<file path="src/rtl/key_pkg.sv">
// Shared types and defaults for the key click decoder.
// Imported by the per-key FSM and the top-level arbiter.
package key_pkg;

    typedef enum logic {
        ST_IDLE = 1'b0,
        ST_WAIT = 1'b1
    } key_state_e;

    localparam logic EVT_SINGLE = 1'b0;
    localparam logic EVT_DOUBLE = 1'b1;

    localparam int WIN_NUM_DEF = 12000000;
    localparam int WIDTH_DEF   = 24;

endpackage

</file>
<file path="src/rtl/key_click_decoder_if.sv">
// Event port of the click decoder: valid/ready handshake
// plus the one-cycle overflow indication.
interface key_click_decoder_if #(
    parameter int IDXW = 1
) ();

    logic            evt_valid;
    logic            evt_ready;
    logic [IDXW-1:0] evt_key;
    logic            evt_type;
    logic            evt_ovf;

    modport master (
        output evt_valid,
        output evt_key,
        output evt_type,
        output evt_ovf,
        input  evt_ready
    );

    modport slave (
        input  evt_valid,
        input  evt_key,
        input  evt_type,
        input  evt_ovf,
        output evt_ready
    );

endinterface

</file>
<file path="src/rtl/key_click_fsm.sv">
// One key: IDLE/WAIT click classifier, window counter
// and a single pending-event slot with drop detection.
module key_click_fsm
    import key_pkg::*;
#(
    parameter int WIN_NUM = WIN_NUM_DEF,
    parameter int WIDTH   = WIDTH_DEF
) (
    input  logic clk,
    input  logic rst_n,
    input  logic pulse,
    input  logic drain,
    output logic pend,
    output logic pend_type,
    output logic ovf
);

    localparam logic [WIDTH-1:0] CNT_MAX = WIDTH'(WIN_NUM - 1);

    key_state_e       state_q, state_d;
    logic [WIDTH-1:0] cnt_q, cnt_d;
    logic             pend_q, pend_d;
    logic             type_q, type_d;
    logic             ovf_q, ovf_d;
    logic             classify;
    logic             cls_type;
    logic             accept;

    always_comb begin
        state_d  = state_q;
        cnt_d    = cnt_q;
        classify = 1'b0;
        cls_type = EVT_SINGLE;
        unique case (state_q)
            ST_IDLE: begin
                if (pulse) begin
                    state_d = ST_WAIT;
                    cnt_d   = '0;
                end
            end
            ST_WAIT: begin
                // a pulse on the expiry cycle still counts as double
                if (pulse) begin
                    classify = 1'b1;
                    cls_type = EVT_DOUBLE;
                    state_d  = ST_IDLE;
                    cnt_d    = '0;
                end else if (cnt_q == CNT_MAX) begin
                    classify = 1'b1;
                    state_d  = ST_IDLE;
                    cnt_d    = '0;
                end else begin
                    cnt_d = cnt_q + WIDTH'(1);
                end
            end
            default: begin
                state_d = ST_IDLE;
                cnt_d   = '0;
            end
        endcase
    end

    always_comb begin
        accept = ~pend_q | drain;
        pend_d = pend_q & ~drain;
        type_d = type_q;
        ovf_d  = classify & ~accept;
        if (classify && accept) begin
            pend_d = 1'b1;
            type_d = cls_type;
        end
    end

    always_ff @(posedge clk) begin
        if (!rst_n) begin
            state_q <= ST_IDLE;
            cnt_q   <= '0;
            pend_q  <= 1'b0;
            type_q  <= EVT_SINGLE;
            ovf_q   <= 1'b0;
        end else begin
            state_q <= state_d;
            cnt_q   <= cnt_d;
            pend_q  <= pend_d;
            type_q  <= type_d;
            ovf_q   <= ovf_d;
        end
    end

    assign pend      = pend_q;
    assign pend_type = type_q;
    assign ovf       = ovf_q;

endmodule

</file>
<file path="src/rtl/key_click_decoder.sv">
// Per-key click classifiers feeding a lowest-index-first
// arbiter and a single valid/ready event register.
module key_click_decoder
    import key_pkg::*;
#(
    parameter int N       = 1,
    parameter int WIN_NUM = WIN_NUM_DEF,
    parameter int WIDTH   = WIDTH_DEF,
    parameter int IDXW    = 1
) (
    input  logic         clk,
    input  logic         rst_n,
    input  logic [N-1:0] key_pulse,
    key_click_decoder_if.master evt
);

    logic [N-1:0]    pend;
    logic [N-1:0]    pend_type;
    logic [N-1:0]    ovf;
    logic [N-1:0]    drain;
    logic [N-1:0]    grant_oh;
    logic [IDXW-1:0] grant_idx;
    logic            grant_type;
    logic            any_pend;
    logic            load;

    logic            valid_q, valid_d;
    logic [IDXW-1:0] key_q, key_d;
    logic            type_q, type_d;

    for (genvar i = 0; i < N; i++) begin : g_key
        key_click_fsm #(
            .WIN_NUM (WIN_NUM),
            .WIDTH   (WIDTH)
        ) u_fsm (
            .clk       (clk),
            .rst_n     (rst_n),
            .pulse     (key_pulse[i]),
            .drain     (drain[i]),
            .pend      (pend[i]),
            .pend_type (pend_type[i]),
            .ovf       (ovf[i])
        );
    end

    // descending scan so the lowest pending index wins
    always_comb begin
        grant_oh   = '0;
        grant_idx  = '0;
        grant_type = EVT_SINGLE;
        for (int i = N - 1; i >= 0; i--) begin
            if (pend[i]) begin
                grant_oh    = '0;
                grant_oh[i] = 1'b1;
                grant_idx   = IDXW'(i);
                grant_type  = pend_type[i];
            end
        end
    end

    assign any_pend = |pend;
    assign load     = ~valid_q | evt.evt_ready;
    assign drain    = {N{load}} & grant_oh;

    always_comb begin
        valid_d = valid_q;
        key_d   = key_q;
        type_d  = type_q;
        if (load) begin
            valid_d = any_pend;
            if (any_pend) begin
                key_d  = grant_idx;
                type_d = grant_type;
            end
        end
    end

    always_ff @(posedge clk) begin
        if (!rst_n) begin
            valid_q <= 1'b0;
            key_q   <= '0;
            type_q  <= EVT_SINGLE;
        end else begin
            valid_q <= valid_d;
            key_q   <= key_d;
            type_q  <= type_d;
        end
    end

    assign evt.evt_valid = valid_q;
    assign evt.evt_key   = key_q;
    assign evt.evt_type  = type_q;
    assign evt.evt_ovf   = |ovf;

endmodule

</file>
<file path="src/flat_wrapper.sv">
// flat-port wrapper written by rule: the top's interface ports become plain ports
module key_click_decoder_flat import key_pkg::*;
#(
    parameter int N       = 1,
    parameter int WIN_NUM = WIN_NUM_DEF,
    parameter int WIDTH   = WIDTH_DEF,
    parameter int IDXW    = 1
)
  (clk, rst_n, key_pulse, evt_evt_valid, evt_evt_key, evt_evt_type, evt_evt_ovf, evt_evt_ready);
  key_click_decoder_if #(.IDXW(IDXW)) evt_i ();
  input  logic clk;
  input  logic rst_n;
  input  logic [N-1:0] key_pulse;
  output wire logic [$bits(evt_i.evt_valid)-1:0] evt_evt_valid;
  output wire logic [$bits(evt_i.evt_key)-1:0] evt_evt_key;
  output wire logic [$bits(evt_i.evt_type)-1:0] evt_evt_type;
  output wire logic [$bits(evt_i.evt_ovf)-1:0] evt_evt_ovf;
  input wire logic [$bits(evt_i.evt_ready)-1:0] evt_evt_ready;
  assign evt_evt_valid = evt_i.evt_valid;
  assign evt_evt_key = evt_i.evt_key;
  assign evt_evt_type = evt_i.evt_type;
  assign evt_evt_ovf = evt_i.evt_ovf;
  assign evt_i.evt_ready = evt_evt_ready;
  key_click_decoder #(.N(N), .WIN_NUM(WIN_NUM), .WIDTH(WIDTH), .IDXW(IDXW)) u_core (.clk(clk), .rst_n(rst_n), .key_pulse(key_pulse), .evt(evt_i));
endmodule
</file>
<file path="config.mk">
export PLATFORM = sky130hd
export DESIGN_NAME = key_click_decoder_flat
export DESIGN_NICKNAME = d
export VERILOG_FILES = /design/src/rtl/key_pkg.sv /design/src/rtl/key_click_decoder_if.sv /design/src/rtl/key_click_fsm.sv /design/src/rtl/key_click_decoder.sv /design/src/flat_wrapper.sv
export SDC_FILE = /design/constraint.sdc
export NUM_CORES = 1
export LEC_CHECK = 0
export BUFFER_PORTS_ARGS = -buffer_cell sky130_fd_sc_hd__buf_4
export CAP_MARGIN = 40
export CORE_ASPECT_RATIO = 1.25
export CORE_MARGIN = 2
export CORE_UTILIZATION = 50
export CTS_CLUSTER_SIZE = 30
export DETAILED_ROUTE_END_ITERATION = 12
export PLACE_DENSITY = 0.77
export SLEW_MARGIN = 20
export SYNTH_ARGS = -nofsm -noshare
export SYNTH_HDL_FRONTEND = slang
export SYNTH_SLANG_ARGS = --single-unit
</file>
<file path="constraint.sdc">
create_clock -name clk -period 4 [get_ports clk]
set_input_delay 0.2 -clock clk [delete_from_list [all_inputs] [get_ports clk]]
set_output_delay 0.2 -clock clk [all_outputs]
set_load 0.03 [all_outputs]
</file>
==> impl_metrics.tcl <==
set metrics [dict create \
    status "finished clean" \
    intPower_w 0.0004496 \
    synthTopCellsByCount "dfxtp_1 (30), nor2_1 (21), nand2_1 (15), a21oi_1 (14)" \
    numCtsBuffers 5 \
    fp.dieArea_sq_mm 0.003712 \
    cts_sinks 30 \
    use_met2_pct 36.90 \
    ys.flop_type "dfxtp_1" \
    met3_usage_pct 7.301 \
    h-tree-depth 2 \
    powerDensity_mw_per_mm2 327.7 \
    grt-ovfl-total 0 \
    fin_crit_sh_pct 52.67 \
    slew_headroom_pct 59.46 \
    clk_latency_ps 290 \
    grt_max_degree 17 \
    hold_buffers 0 \
    worst_pin_slew_ps 604.4 \
    synthDominantCellAreaShare_pct 37.09 \
    p_seq_share_pct 52.0 \
    start_util_pct 51.62 \
    io_pins 8 \
    synth_cell_type_count 53 \
    layout-drive-gt1-share_pct 16.50 \
    syn-num-nets 194 \
    criticalPathCategory "flip-flop to flip-flop" \
    diodes 0 \
    fin_hold_ws_ps 164.1 \
    p_leak_nw 0.5917 \
    fin_skew_ps 3.371 \
    drc 0 \
    drv_cap 0 \
    port_buffers 6 \
    grt_pass1_vias 1425 \
    cp-start-kind "flip-flop" \
    crit_fanout 10 \
    grt_first_pass_wirelength_um 6244 \
    synth-edff-count 0 \
    p_sw_share_pct 23.38 \
    fin_setup_tns_ps 0 \
    setup_viol 0 \
    hold_violations 0 \
    drt.antenna.violating_nets 0 \
    endpoint_kind "flip-flop" \
    core_sq_mm 0.003137 \
    cts.repair.resized 0 \
    critPathArrivalTime_ps 2290 \
    routed_wl_um 3756 \
    cts_root_buf "clkbuf_8" \
    antenna_found_initial 0 \
    comb_power_share_pct 5.4 \
    grt_usage_pct 23.63 \
    wl_per_cell_um 15.85 \
    synth_top_area_cell "dfxtp_1" \
    place_hpwl_um 2785 \
    dieWidth_um 54.90 \
    yosysSeqAreaShare_pct 37.09 \
    syn_area_sq_mm 0.001619 \
    cts_buffer_depth 2 \
    syn_inst 189 \
    yosysMostFrequentCell "dfxtp_1" \
    post_cts_buffers 0 \
    ir_worst_vdd_mv 0.2740 \
    yosysWarningCount 0 \
    nNetsFinal 204 \
    synth-seq-cells 30 \
    grtUsageMet1_pct 27.65 \
    maxSlewViolCount 0 \
    die_h_um 67.62 \
    synth.area.top_cells "dfxtp_1 (37%), nor2_1 (4.9%), a21oi_1 (4.3%), a31oi_1 (3.5%), nand2_1 (3.5%)" \
    clkPwrFrac_pct 42.6 \
    cts_tree "done" \
    dr.pass1.iters 4 \
    globalplace.congestion 0.8879 \
    viasPerCell 6.371 \
    syn_avg_cell_area_sq_um 8.566 \
    period_minus_slack_ps 2107 \
    grt.busiest_layer "met2" \
    rsz0062_at_grt "no" \
    clk_pin_slew_ps 60 \
    area_growth_pct 10.59 \
    ys_async_sr_fraction_pct 0 \
    clock.fmax_mhz 474.7 \
    hp-class "input pin to flip-flop" \
    num_rows 23 \
    critical_path_required_ps 4180 \
    switching_power_w 0.0001372 \
    vias 1510 \
    drt_iter0_markers 80 \
]
-- logic make-up (layout without fill, tap and decap cells) --
family                     Yosys count  count (layout)  synth area share (%)
xor gates and xnor gates             2               2                 1.082
DFF                                 30              30                 37.09
AOI/OAI and AO/OA                   53              53                 22.95
adders and majority gates            1               1                0.7727
muxes                                2               2                 1.237
other                                1               1                0.2316
buffers and inverters               10              21                 2.627
and+or+nand+nor                     90              90                 34.00
-- stage by stage --
step	total power, W	util (%)	instance area (sq um)	worst slack, ps	std cells
global placement	0.0003403	53.77	1687	1961	227
global route	0.0006034	57.08	1790	1761	237
CTS	0.0005901	56.68	1778	1755	235
floorplan	0.0003334	-	1619	2189	189
finish	0.0005867	57.08	1790	1893	237
detailed placement	0.0003419	53.77	1687	1774	227
-- power groups by stage --
| stage | clock network, W | logic [W] | registers [W] |
|---|---|---|---|
| floorplan | 0 | 0.0000233 | 0.000310 |
| global placement | 0 | 0.0000291 | 0.000311 |
| detailed placement | 0 | 0.0000304 | 0.000312 |
| CTS | 0.000255 | 0.0000304 | 0.000305 |
| global route | 0.000264 | 0.0000342 | 0.000305 |
| finish | 0.000250 | 0.0000316 | 0.000305 |
-- critical path: stages, from the launching register on --
cell and delay (ps):
dfxtp_1 390, ha_1 230, nand2_1 160, nor4b_2 420
a211oi_2 220, buf_4 230, o211a_1 110, a221o_1 250
-- cell usage in the layout, fill, tap and decap left out, types with 3 or more instances in the layout --
| cell | synthesis | layout |
|---|---|---|
| a21oi_1 | 14 | 14 |
| a311oi_1 | 3 | 3 |
| a31oi_1 | 9 | 9 |
| and3_1 | 4 | 4 |
| buf_4 | 1 | 7 |
| clkbuf_8 | 0 | 6 |
| dfxtp_1 | 30 | 30 |
| inv_1 | 4 | 4 |
| nand2_1 | 15 | 15 |
| nand2b_1 | 4 | 4 |
| nand3_1 | 9 | 9 |
| nand4_1 | 4 | 4 |
| nor2_1 | 21 | 21 |
| nor3_1 | 7 | 7 |
| o21ai_0 | 7 | 7 |
| or2_2 | 3 | 3 |
| or3_1 | 5 | 5 |
-- final cells by class --
class | count | area [sq um]
inverter | 5 | 18.77
clock inverter | 1 | 5.005
tap | 37 | 46.29
fill | 291 | 1346
multi-input combinational | 149 | 975.9
sequential | 30 | 600.6
timing repair buffer | 8 | 57.56
clock buffer | 7 | 86.33
-- routing by layer --
layer	vias up	routed length, um
met1	716	1588
met5	-	0
met4	0	102
li1	739	-
met3	13	182
met2	42	1882
-- path summary, 6_finish.rpt --
| kind | startpoint | end | slack (ps) | cells after the start |
|---|---|---|---|---|
| setup / recovery | u_core.g_key[0].u_fsm.cnt_q[0] | u_core.g_key[0].u_fsm.cnt_q[20] | 1890 | 7 |
| hold / removal | rst_n | u_core.g_key[0].u_fsm.pend_type | 160 | 2 |
| setup reg to reg | u_core.g_key[0].u_fsm.cnt_q[0] | u_core.g_key[0].u_fsm.cnt_q[20] | 1890 | 7 |
| hold reg to reg | u_core.g_key[0].u_fsm.cnt_q[23] | u_core.g_key[0].u_fsm.cnt_q[23] | 470 | 1 |
-- sequential cells by signal, summed over array words and instances (netlist names) --
| register | flops |
|---|---|
| u_core.g_key.u_fsm.ovf | 1 |
| u_core.g_key.u_fsm.cnt_q | 24 |
| u_core.g_key.u_fsm.state_q | 1 |
| u_core.evt.evt_valid | 1 |
| u_core.g_key.u_fsm.pend | 1 |
| u_core.evt.evt_type | 1 |
| u_core.g_key.u_fsm.pend_type | 1 |
Power figures use the tool's default switching activity.
